===== config.mk =====
export PLATFORM = sky130hd
export DESIGN_NAME = ixc_cap_loop_arb
export DESIGN_NICKNAME = d
export VERILOG_FILES = /design/src/rtl/ixc_cap_loop_pkg.sv /design/src/rtl/ixc_cap_loop_rr_pick.sv /design/src/rtl/ixc_cap_loop_arb.sv
export SDC_FILE = /design/constraint.sdc
export NUM_CORES = 1
export LEC_CHECK = 0
export CORE_ASPECT_RATIO = 1.4
export CORE_MARGIN = 10
export CORE_UTILIZATION = 45
export DETAILED_ROUTE_END_ITERATION = 8
export GPL_ROUTABILITY_DRIVEN = 0
export PLACE_DENSITY = 0.75
export RECOVER_POWER = 100
export SYNTH_ARGS = -nofsm -noshare
export SYNTH_HDL_FRONTEND = slang
export SYNTH_HIERARCHICAL = 1
export SYNTH_SLANG_ARGS = --single-unit

===== constraint.sdc =====
create_clock -name bClk -period 3.65 [get_ports bClk]
set_clock_uncertainty 0.1 [all_clocks]
set_input_delay 1.095 -clock bClk [delete_from_list [all_inputs] [get_ports bClk]]
set_output_delay 1.095 -clock bClk [all_outputs]
set_load 0.02 [all_outputs]

===== src/rtl/ixc_cap_loop_pkg.sv =====
// Shared types and helpers for the capture-loop arbiter.
// Latency: none (types, constants and a combinational helper only).
// Backpressure: none.
package ixc_cap_loop_pkg;

    localparam int NCH_MAX = 16;
    localparam int PTR_W   = $clog2(NCH_MAX);

    typedef enum logic [2:0] {
        IDLE  = 3'd0,
        SERVE = 3'd1,
        GAP   = 3'd2,
        LATCH = 3'd3,
        HALT  = 3'd4
    } state_e;

    typedef struct packed {
        logic             valid;
        logic [PTR_W-1:0] idx;
    } rr_pick_t;

    // First set bit of req at or after ptr, wrapping past the top.
    // Unused upper request bits must be zero so the wrap skips them.
    function automatic rr_pick_t rr_pick(input logic [NCH_MAX-1:0] req,
                                         input logic [PTR_W-1:0]   ptr);
        rr_pick_t         res;
        logic [PTR_W-1:0] cand;
        res = '0;
        for (int i = 0; i < NCH_MAX; i++) begin
            cand = ptr + PTR_W'(i);
            if (!res.valid && req[cand]) begin
                res.valid = 1'b1;
                res.idx   = cand;
            end
        end
        return res;
    endfunction

endpackage


===== src/rtl/ixc_cap_loop_rr_pick.sv =====
// Round-robin picker: lowest requesting channel at or after ptr, with wrap.
// Latency: combinational.
// Backpressure: none; result follows inputs every cycle.
module ixc_cap_loop_rr_pick
    import ixc_cap_loop_pkg::*;
#(
    parameter int NCH   = 4,
    parameter int IDX_W = 2
) (
    input  logic [NCH-1:0]   req,
    input  logic [IDX_W-1:0] ptr,
    output logic             vld,
    output logic [IDX_W-1:0] idx
);

    rr_pick_t res;

    // Widen to the package picker width and narrow the result back.
    always_comb begin
        res = rr_pick(NCH_MAX'(req), PTR_W'(ptr));
        vld = res.valid;
        idx = IDX_W'(res.idx);
    end

endmodule


===== src/rtl/ixc_cap_loop_arb.sv =====
// Capture-loop controller: stalls emulated clock while channels pend, serves them round-robin, latches once.
// Latency: grant one cycle after en in IDLE; bcLatchEn LATCH_DLY+1 cycles after the last done.
// Backpressure: bpWait holds the emulated clock; optional svcCnt port under CAP_LOOP_STATS_EN.
module ixc_cap_loop_arb
    import ixc_cap_loop_pkg::*;
#(
    parameter  int NCH       = 4,
    parameter  int TMO_W     = 16,
    parameter  int LATCH_DLY = 2,
    localparam int IDX_W     = (NCH > 1) ? $clog2(NCH) : 1
) (
    input  logic             bClk,
    input  logic             bRst,
    input  logic [NCH-1:0]   en,
    input  logic [NCH-1:0]   done,
    input  logic [TMO_W-1:0] tmoLimit,
    output logic [NCH-1:0]   grant,
    output logic             bpWait,
    output logic             bcLatchEn,
    output logic             bpHalt,
    output logic [IDX_W-1:0] tmoCh
`ifdef CAP_LOOP_STATS_EN
    ,
    output logic [31:0]      svcCnt
`endif
);

    state_e           state;
    logic [IDX_W-1:0] rrPtr;
    logic [IDX_W-1:0] curCh;
    logic [TMO_W-1:0] svcTmr;
    logic [2:0]       gapCnt;

    logic             curDone;
    logic             curEn;
    logic             tmoHit;
    logic [IDX_W-1:0] nextPtr;
    logic [NCH-1:0]   pickReq;
    logic [IDX_W-1:0] pickPtr;
    logic             pickVld;
    logic [IDX_W-1:0] pickIdx;

    function automatic logic [NCH-1:0] toOneHot(input logic [IDX_W-1:0] i);
        logic [NCH-1:0] v;
        v    = '0;
        v[i] = 1'b1;
        return v;
    endfunction

    // Current-service status; while serving, the picker looks past the granted channel.
    always_comb begin
        curDone = done[curCh];
        curEn   = en[curCh];
        nextPtr = (curCh == IDX_W'(NCH - 1)) ? '0 : curCh + IDX_W'(1);
        tmoHit  = (tmoLimit != '0) && (svcTmr == tmoLimit - TMO_W'(1)) && !curDone;
        if (state == SERVE) begin
            pickReq = en & ~grant;
            pickPtr = nextPtr;
        end else begin
            pickReq = en;
            pickPtr = rrPtr;
        end
    end

    ixc_cap_loop_rr_pick #(
        .NCH   (NCH),
        .IDX_W (IDX_W)
    ) uPick (
        .req (pickReq),
        .ptr (pickPtr),
        .vld (pickVld),
        .idx (pickIdx)
    );

    // Main control FSM with registered grant/stall/latch/halt outputs.
    always_ff @(posedge bClk) begin
        if (bRst) begin
            state     <= IDLE;
            rrPtr     <= '0;
            curCh     <= '0;
            svcTmr    <= '0;
            gapCnt    <= '0;
            grant     <= '0;
            bpWait    <= 1'b0;
            bcLatchEn <= 1'b0;
            bpHalt    <= 1'b0;
            tmoCh     <= '0;
        end else begin
            bcLatchEn <= 1'b0;
            case (state)
                IDLE: begin
                    if (pickVld) begin
                        state  <= SERVE;
                        curCh  <= pickIdx;
                        grant  <= toOneHot(pickIdx);
                        svcTmr <= '0;
                        bpWait <= 1'b1;
                    end
                end
                SERVE: begin
                    svcTmr <= svcTmr + TMO_W'(1);
                    if (tmoHit) begin
                        state  <= HALT;
                        grant  <= '0;
                        bpHalt <= 1'b1;
                        tmoCh  <= curCh;
                    end else if (curDone || !curEn) begin
                        rrPtr <= nextPtr;
                        if (pickVld) begin
                            curCh  <= pickIdx;
                            grant  <= toOneHot(pickIdx);
                            svcTmr <= '0;
                        end else begin
                            grant <= '0;
                            if (LATCH_DLY == 0) begin
                                state     <= LATCH;
                                bcLatchEn <= 1'b1;
                            end else begin
                                state  <= GAP;
                                gapCnt <= '0;
                            end
                        end
                    end
                end
                GAP: begin
                    // A late request is served first; the latch is deferred until it ends.
                    if (pickVld) begin
                        state  <= SERVE;
                        curCh  <= pickIdx;
                        grant  <= toOneHot(pickIdx);
                        svcTmr <= '0;
                    end else if (gapCnt == 3'(LATCH_DLY - 1)) begin
                        state     <= LATCH;
                        bcLatchEn <= 1'b1;
                    end else begin
                        gapCnt <= gapCnt + 3'd1;
                    end
                end
                LATCH: begin
                    state  <= IDLE;
                    bpWait <= 1'b0;
                end
                HALT: begin
                    bpWait <= 1'b1;
                    bpHalt <= 1'b1;
                end
                default: begin
                    state <= IDLE;
                end
            endcase
        end
    end

`ifdef CAP_LOOP_STATS_EN
    // Count services that ended with done; aborts and timeouts are excluded.
    always_ff @(posedge bClk) begin
        if (bRst) begin
            svcCnt <= '0;
        end else if (state == SERVE && curDone) begin
            svcCnt <= svcCnt + 32'd1;
        end
    end
`endif

endmodule


== After elaboration in Yosys (flattened, before gate mapping) ==
Index checks and enable logic that the tools add are counted.
Word-level totals
  register bits: 35
  bits of input ports: 26
  output and inout bits: 9
  word-level logic and storage cells: 213
Operators by class
  add/subtract/negate cells: 19
  $lt $le $gt $ge: 19
  equality and inequality tests: 18
  multiplexer cells: 89
  bitwise logic cells: 5
  reductions and logical operators: 53
Operators by type and width (count)
  5-bit two-way mux: 16
  4-bit by 5-bit < comparator with 1-bit output (second input constant): 15
  16-bit two-way mux: 4
  1-bit binary-select mux with 4-bit select: 15
  3-bit two-way mux: 11
  16-bit case mux with 2 select lines: 1
  1-bit two-way mux: 22
  4-bit two-way mux: 5
  1-bit logical AND: 18
  1-bit logical NOT: 17
  16-bit by 1-bit adder with 16-bit output (second input constant): 1
  2-bit by 3-bit adder with 4-bit output (second input constant): 4
  2-bit by 4-bit adder with 4-bit output (second input constant): 4
  16-bit == test: 1
  16-bit nonzero test: 1
  16-bit by 1-bit subtractor with 16-bit output (second input constant): 1
  3-bit case mux with 4 select lines: 1
  2-bit two-way mux: 5
  2-bit inequality test (second input constant): 5
  3-bit AND reduction: 3
  3-bit by 3-bit adder with 4-bit output (second input constant): 2
  4-bit case mux with 2 select lines: 1
  2-bit AND reduction: 4
  2-bit by 2-bit adder with 3-bit output (second input constant): 2
  other kinds (32): 44

== Logic depth before layout (Yosys ltp) ==
Gate-level depths: netlist (run 1).
  depth in word-level cells: 59
  gate-level depth with buffers: 17
  depth with buffers taken out: 13

== Modules after synthesis ==
Netlist (run 1), hierarchy kept.
By module, submodules not included
  ixc_cap_loop_arb: times used 1, cells each 304, area each 2488.6 µm², sequential area each 700.7 µm²
  ixc_cap_loop_rr_pick: times used 1, cells each 47, area each 367.9 µm², sequential area each 0.0 µm²

== Worst setup path before layout (run 1) ==
Ideal clock, no wire load.
  path type: input port to flip-flop
  from: input port tmoLimit[0]
  to: register svcTmr[2]
  library setup time: 0.074 ns
  arrival time: 3.297 ns
  required time: 3.476 ns
  slack: 0.179 ns
  cell stages on the path: 11
  buffers on the path: 1
  path through: inv_1 > ha_1 > nor3b_2 > nand2_1 > or4_1 > a31oi_1 > o2111ai_2 > o21ai_4 > buf_6 > nand3b_1 > a31oi_1
Between the ends
  cells in the longest elaborated chain, start to end: 6
  elaborated cells between the ends (all ways): 7
  those cells by class: add/sub: 1; eq/ne: 1; mux: 2; reduce/logical: 3
Ends and longest elaborated chain
  start: declaration: RTL line ixc_cap_loop_arb.sv:16  | input logic [TMO_W-1:0] tmoLimit,
  16-bit by 1-bit subtractor with 16-bit output: RTL line ixc_cap_loop_arb.sv:55  | tmoHit = (tmoLimit != '0) && (svcTmr == tmoLimit - TMO_W'(1)) && !curDone;
  16-bit == test: RTL line ixc_cap_loop_arb.sv:55
  1-bit logical AND * (2 in a row): RTL line ixc_cap_loop_arb.sv:55
  16-bit two-way mux *: RTL line ixc_cap_loop_arb.sv:102  | if (tmoHit) begin
  16-bit case mux with 2 select lines *: RTL line ixc_cap_loop_arb.sv:90  | case (state)
  end signal: assignment: RTL line ixc_cap_loop_arb.sv:101  | svcTmr <= svcTmr + TMO_W'(1);
  end: declaration: RTL line ixc_cap_loop_arb.sv:31  | logic [TMO_W-1:0] svcTmr;
Every way passes the cells marked *; elsewhere a longest branch is shown, timed or not.
A chain may end at the register's enable or synchronous reset.

== Final worst setup path (run 1) ==
  from: input port tmoLimit[10]
  to: register bpHalt
Between the ends
  cells in the longest elaborated chain, start to end: 6
  elaborated cells between the ends (all ways): 7
  those cells by class: add/sub: 1; eq/ne: 2; reduce/logical: 4
Ends and longest elaborated chain
  16-bit by 1-bit subtractor with 16-bit output: RTL line ixc_cap_loop_arb.sv:55
  16-bit == test: RTL line ixc_cap_loop_arb.sv:55
  1-bit logical AND * (2 in a row): RTL line ixc_cap_loop_arb.sv:55
  2-bit inequality test (no source line) *
  2-bit AND reduction (no source line) *
  end signal: assignment: RTL line ixc_cap_loop_arb.sv:86  | bpHalt <= 1'b0;
  end signal: assignment: RTL line ixc_cap_loop_arb.sv:105  | bpHalt <= 1'b1;
  end signal: assignment: RTL line ixc_cap_loop_arb.sv:145  | bpHalt <= 1'b1;
  end: declaration: RTL line ixc_cap_loop_arb.sv:20  | output logic bpHalt,
Marks and branches as above.

==> results of run 1 <==
[per-stage QoR]
step / hold slack (ns) / util (%)
floorplan: 0.335 / -
global placement: 0.345 / 59.4
detailed placement: 0.349 / 59.4
CTS: 0.366 / 61.2
global route: 0.380 / 63.9
finish: 0.357 / 63.9
[report_power, final]
part	switching [mW]	total, mW	internal (mW)
Combinational	0.467	0.932	0.465
Clock	0.141	0.289	0.148
Sequential	0.0354	0.450	0.414
[worst max path at each step]
stage	startpoint	end	slack [ns]	cells after the start
after global routing	tmoLimit[10]	gapCnt[1]	-0.04	12
after global placement	tmoLimit[1]	grant[0]	-0.40	12
after detailed placement	tmoLimit[1]	bpHalt	-0.50	12
after CTS	tmoLimit[6]	rrPtr[0]	-0.0007	9
final	tmoLimit[10]	bpHalt	0.08	11
after floorplan	tmoLimit[0]	svcTmr[2]	0.18	11
[layout by cell type, fill, tap and decap left out, types with 4 or more instances in the layout]
master,n
buf_4,56
dfxtp_1,35
nor2_1,30
a31oi_1,27
nand2_1,26
a21oi_1,14
clkdlybuf4s50_1,14
nand3_1,13
inv_1,12
nand3b_1,11
o21ai_0,10
and3_1,10
xnor2_1,9
xor2_1,9
dlygate4sd3_1,9
nor2b_1,8
mux2i_1,7
ha_1,7
dlymetal6s2s_1,7
nand2b_1,6
clkbuf_8,6
or2_2,5
nor4_2,5
nor3_1,5
or4_1,4
o21ai_1,4
o31ai_1,4
[worst max-delay path: stages]
cell and delay [ns]:
clkdlybuf4s50_1 0.46, buf_4 0.17, nor3_2 0.21, nand3_1 0.16
or4b_4 0.51, o211ai_1 0.17, mux2i_4 0.17, clkbuf_1 0.15
nor4_2 0.25, a21oi_1 0.10, o31ai_1 0.21
[synthesized netlist by cell type, drive strengths merged (2+ instances only)]
cell type | instances | share of area, %
dfxtp | 35 | 25
nor2 | 31 | 4.2
a31oi | 28 | 6.1
nand2 | 26 | 3.4
o21ai | 16 | 3.3
a21oi | 14 | 2.5
inv | 13 | 1.8
nand3 | 13 | 2.3
clkbuf | 12 | 1.6
nand3b | 11 | 2.9
and3 | 10 | 2.2
mux2i | 10 | 4.4
xor2 | 10 | 3.1
xnor2 | 9 | 2.8
nor2b | 8 | 1.8
ha | 7 | 3.1
nor3 | 7 | 1.4
nand2b | 6 | 1.3
nor4 | 6 | 1.8
or2 | 6 | 1.3
or4 | 6 | 1.7
buf | 5 | 1.5
o31ai | 5 | 1.3
a21boi | 4 | 1.1
o311ai | 4 | 1.2
a2111oi | 3 | 2.0
nor3b | 3 | 0.96
nor4b | 3 | 1.1
o211ai | 3 | 0.79
o22ai | 3 | 0.88
o2bb2a | 3 | 1.1
or3 | 3 | 0.66
a32oi | 2 | 0.61
and2 | 2 | 0.44
mux2 | 2 | 0.92
mux4 | 2 | 1.6
o2111a | 2 | 0.79
o21bai | 2 | 0.53
[state kept, by name, summed over array words and instances, names as in the netlist]
| register | count |
|---|---|
| state | 3 |
| rrPtr | 2 |
| bpWait | 1 |
| svcTmr | 16 |
| gapCnt | 3 |
| bcLatchEn | 1 |
| grant | 4 |
| bpHalt | 1 |
| tmoCh | 2 |
| curCh | 2 |
[what timing repair did]
| item | 4_1_cts | 5_1_grt |
|---|---|---|
| endpoints found under the setup margin | 33 | 31 |
| pin swaps | 7 | 10 |
| cloned | 0 | 2 |
| gates resized for setup | 12 | 29 |
| setup buffers | 0 | 2 |
| hold buffers | 0 | 0 |
[final cells by class]
| cell class | count | share of cell area (%) |
|---|---|---|
| Multi-Input combinational cell | 286 | 54.0 |
| Timing Repair Buffer | 99 | 22.5 |
| Sequential cell | 35 | 17.6 |
| Tap cell | 72 | 2.27 |
| Clock buffer | 6 | 2.08 |
| Inverter | 13 | 1.29 |
| Clock inverter | 1 | 0.126 |
[metal layers]
| layer | GRT usage (%) | share of wire, % | vias up |
|---|---|---|---|
| met2 | 28.6 | 53 | 78 |
| li1 | - | - | 1502 |
| met1 | 17.2 | 41 | 1467 |
| met3 | 3.35 | 4.1 | 22 |
| met5 | 0 | 0 | - |
| met4 | 5.12 | 2.3 | 0 |
[logic make-up (layout without fill, tap and decap cells)]
kind of cell / after synthesis / after routing / share of synthesized area, %
AO/OA/AOI/OAI: 102 / 102 / 26.5
XOR/XNOR: 19 / 19 / 5.83
multiplexers: 14 / 14 / 6.88
AND/OR/NAND/NOR: 144 / 144 / 28.3
adder cells (fa/ha/maj): 7 / 7 / 3.07
buffers and inverters: 30 / 119 / 4.86
flip-flops: 35 / 35 / 24.5
==> flow_summary_export.csv, run 1 <==
group,metric,value,unit
cts,cts_buffers,5,
synth,avgSynthCellArea,8.14,um2
synth,synth_cells,351,
flow_run,cap_violations,0,
cts,htreeDepth,2,
synth,synth-edff-count,0,
synth,yosys_most_used_dff,"dfxtp_1",
worst_hold_path,hold_depth,2,
cts,clock-sinks,35,
setup_path,critPathMaxFanout,5,
setup_path,arrival,3.67,ns
setup_path,cp-start-kind,"input pin",
global_route,grt_max_degree,27,
global_route,grt_overflow,0,
routing,drt_first_pass_iters,4,
synth,ys_ff_latch,35,
place,placed_cells,501,
setup_path,worstSetupPathType,"in2reg",
layout,fin_nets,473,
global_route,antenna_found_initial,0,
synth,ys_types,71,
power,peakVddDrop,0.326,mV
layout,layout-area-overhead-vs-synth,39.0,%
sta,drv_slew,0,
cts,cts-root-buf,"clkbuf_8",
layout,register_area,701,um2
power,cellPowerDensity,421,mW/mm2
sta,period_minus_slack,3.57,ns
power,totalPowerFinal,1.67,mW
sta,hold_viol_final,0,
sta,setup_viol,0,
floorplan,row_count,34,
layout,finalInstanceArea,0.00397,mm2
floorplan,start_util,46.0,%
setup_path,end_kind,"flop",
worst_hold_path,whs_endpoint,"bpHalt",
sta,fin_crit_sh,97.7,%
layout,drive_gt1_share,25.9,%
floorplan,io_pins,35,
setup_path,r2r_cells,12,
global_route,grt_use_total,15.7,%
synth,async_flop_share,0,%
routing,wirelength,8280,um
place,io_buffers,34,
power,p_leak,1.62,nW
layout,nFillCells,533,
sta,finalWorstSetupSlack,0.0845,ns
synth,ys_seq_area_share,24.5,%
routing,route.detailed.drc,0,
routing,drt_iter0_markers,236,
setup_path,rr_startpoint,"state[1]",
floorplan,die_width,87.3,um
routing,vias_per_cell,5.99,
worst_hold_path,hold_start,"bpHalt",
synth,synth_area,0.00286,mm2
floorplan,fp.dieH,114,um
floorplan,die-area,0.00998,mm2
setup_path,r2r_slack,0.29,ns
place,place_area,0.00369,mm2
sta,slew_headroom,69.7,%
layout,finalNonFillerCells,512,
setup_path,reg2reg_to,"grant[1]",
routing,wire_per_inst,16.2,um
sta,tns,0,ns
sta,max_freq,0.280,GHz
cts,clk_path_buf_depth,2,
sta,worst_slew_pin_slew,0.450,ns
setup_path,critical_path_required,3.75,ns
place,pre_cts_ws,-0.502,ns
synth,synth_fp_nets,384,
routing,vias,3069,
place,dp_hpwl,6190,um
run_status,status,"complete, no violations",
synth,synth_warnings,6,
layout,n_antenna_cell,0,
layout,multi_input_area,0.00215,mm2
cts,path_clk_slew,0.08,ns
floorplan,core_area,0.00621,mm2
cts,cts_tree,"yes",
routing,drtAntennaViolNets,0,
worst_hold_path,hp-class,"reg2reg",
global_route,grt_pass1_wl,13300,um
global_route,grt_pass1_vias,2996,
cts,clk_latency,0.29,ns
Power figures use the tool's default switching activity.
==> run 2: changes to the inputs <==
--- a/config.mk
+++ b/config.mk
@@ -12,6 +12,7 @@
 export GPL_ROUTABILITY_DRIVEN = 0
 export PLACE_DENSITY = 0.75
 export RECOVER_POWER = 100
+export SETUP_SLACK_MARGIN = 0.15
 export SYNTH_ARGS = -nofsm -noshare
 export SYNTH_HDL_FRONTEND = slang
 export SYNTH_HIERARCHICAL = 1
==> run 2 against run 1 <==
  * Global-route usage barely moved
  * Final area grew 1.0%
  * Worst hold slack lost 0.00086 ns
  * Maximum frequency increased by 2.9%
  * Die area unchanged
  * Register-to-register slack gained 0.03 ns
  * Sequential share of layout area decreased by 0.18 points
  * First-iteration DRC count shrank 15%
  * Setup slack improved by 0.10 ns
  * Critical path type unchanged
  * Largest cell class unchanged
  * Highest routed layer unchanged
==> flow_summary_export.csv, run 2 (synthesis results as in run 1) <==
group,metric,value,unit
sta,finalWorstSetupSlack,0.186,ns
setup_path,end_kind,"flop",
routing,route.detailed.drc,0,
sta,fin_crit_sh,94.9,%
cts,clock-sinks,35,
sta,max_freq,0.289,GHz
power,pwr-share-comb,56.2,%
routing,drt_first_pass_iters,4,
cts,cts-root-buf,"clkbuf_8",
global_route,grt_overflow,0,
setup_path,r2r_cells,11,
sta,grt_setup_unrepaired,"no",
setup_path,reg2reg_to,"grant[0]",
layout,nFillCells,530,
layout,multi_input_area,0.00219,mm2
sta,period_minus_slack,3.46,ns
global_route,grt_pass1_vias,2979,
floorplan,start_util,46.0,%
layout,reg_top3,"svcTmr: 16 flops, grant: 4 flops",
worst_hold_path,whs_endpoint,"bpHalt",
place,dp_hpwl,6190,um
global_route,grt_pass1_wl,13200,um
power,p_sw,653,uW
layout,drive_gt1_share,29.1,%
worst_hold_path,hold_start,"bpHalt",
routing,wirelength,8370,um
floorplan,io_pins,35,
power,switching_share,38.7,%
setup_path,cp-start-kind,"input pin",
sta,setup_viol,0,
run_status,status,"complete, no violations",
place,io_buffers,34,
layout,fin_nets,476,
sta,holdWs,0.356,ns
power,p_leak,1.60,nW
worst_hold_path,hp-class,"reg2reg",
setup_path,rr_startpoint,"state[1]",
layout,largest_reg_flops,16,
cts,path_clk_slew,0.07,ns
setup_path,cp_slowest_cell,"clkdlybuf4s50_1",
setup_path,r2r_slack,0.32,ns
layout,layout_common_cells,"buf_4, dfxtp_1, nor2_1, a31oi_1, nand2_1",
routing,drt_iter0_markers,200,
cts,cts_buffers,5,
power,p_seq_share,26.7,%
layout,finalNonFillerCells,515,
worst_hold_path,hold_depth,2,
power,p_int,1.03,mW
sta,drv_slew,0,
layout,top_register,"svcTmr",
sta,slew_headroom,66.7,%
place,pre_cts_ws,-0.502,ns
setup_path,path_cells,"clkdlybuf4s50_1, a21boi_0, buf_4, mux2i_1, nor2_1, nor2_1, a211oi_1, o22ai_1, buf_4, o41ai_1",
layout,final_common_cell,"buf_4",
floorplan,core_area,0.00621,mm2
place,placed_cells,501,
setup_path,critPathMaxFanout,6,
global_route,grt_use_total,15.6,%
cts,clk_path_buf_depth,2,
layout,finalInstanceArea,0.00401,mm2
layout,layout-area-overhead-vs-synth,40.4,%
setup_path,worstSetupPathType,"in2reg",
setup_path,crit_path_max_incr_delay,0.48,ns
power,totalPowerFinal,1.69,mW
routing,wire_per_inst,16.2,um
layout,final_core_util,64.6,%
global_route,grt_max_degree,27,
layout,n_antenna_cell,0,
layout,register_area,701,um2
routing,drtAntennaViolNets,0,
routing,vias,3068,
cts,cts_tree,"yes",
setup_path,arrival,3.54,ns
sta,tns,0,ns
power,cellPowerDensity,421,mW/mm2
floorplan,fp.dieH,114,um
sta,worst_slew_pin_slew,0.493,ns
cts,clk_latency,0.29,ns
place,place_area,0.00369,mm2
global_route,antenna_found_initial,0,
floorplan,row_count,34,
floorplan,die-area,0.00998,mm2
routing,vias_per_cell,5.96,
sta,hold_viol_final,0,
floorplan,die_width,87.3,um
cts,htreeDepth,2,
flow_run,cap_violations,0,
setup_path,critical_path_required,3.73,ns
power,p_clk_share,17.1,%
power,peakVddDrop,0.337,mV
## run 2: worst max-delay path by stage
stage / startpoint / endpoint / slack, ns
floorplan: tmoLimit[0] / svcTmr[2] / 0.18
global placement: tmoLimit[1] / grant[0] / -0.40
detailed placement: tmoLimit[1] / bpHalt / -0.50
CTS: tmoLimit[1] / grant[0] / 0.15
global route: en[0] / grant[0] / 0.08
finish: en[0] / grant[0] / 0.19
## run 2: power by group through the flow
stage                     logic [mW]  clock network, mW  registers (mW)
after global placement         0.828                  0           0.459
after global routing            1.01              0.312           0.456
after floorplan                0.538                  0           0.464
final                          0.949              0.288           0.451
after detailed placement       0.846                  0           0.459
after CTS                      0.855              0.292           0.450
## run 2: repair_timing
action / CTS / global route
pin swaps: 12 / 14
hold buffers: 0 / 0
endpoints found under the setup margin: 33 / 32
setup buffers: 2 / 3
resized for setup: 26 / 37
cloned: 0 / 2
## run 2: layer usage
metal  routed length [um]  up-vias  track usage (%)
li1                     -     1509                -
met2                 4420       76             28.6
met5                    0        -                0
met3                  353       19             3.28
met1                 3390     1464             17.0
met4                  199        0             5.12
## run 2: critical path, delay by kind of cell
kind                   cells  cell delay (ns)
multiplexers               1             0.09
AO/OA/AOI/OAI              4             1.23
buffers and inverters      3             0.89
AND/OR/NAND/NOR            2             0.23
## run 2: area by class of cell
cell class,count,area share [%]
clock buffers,6,2.06
clock inverters,1,0.125
repair buffers,102,22.3
multi-input cells,286,54.5
inverters,13,1.28
flip-flops and latches,35,17.5
well taps,72,2.25
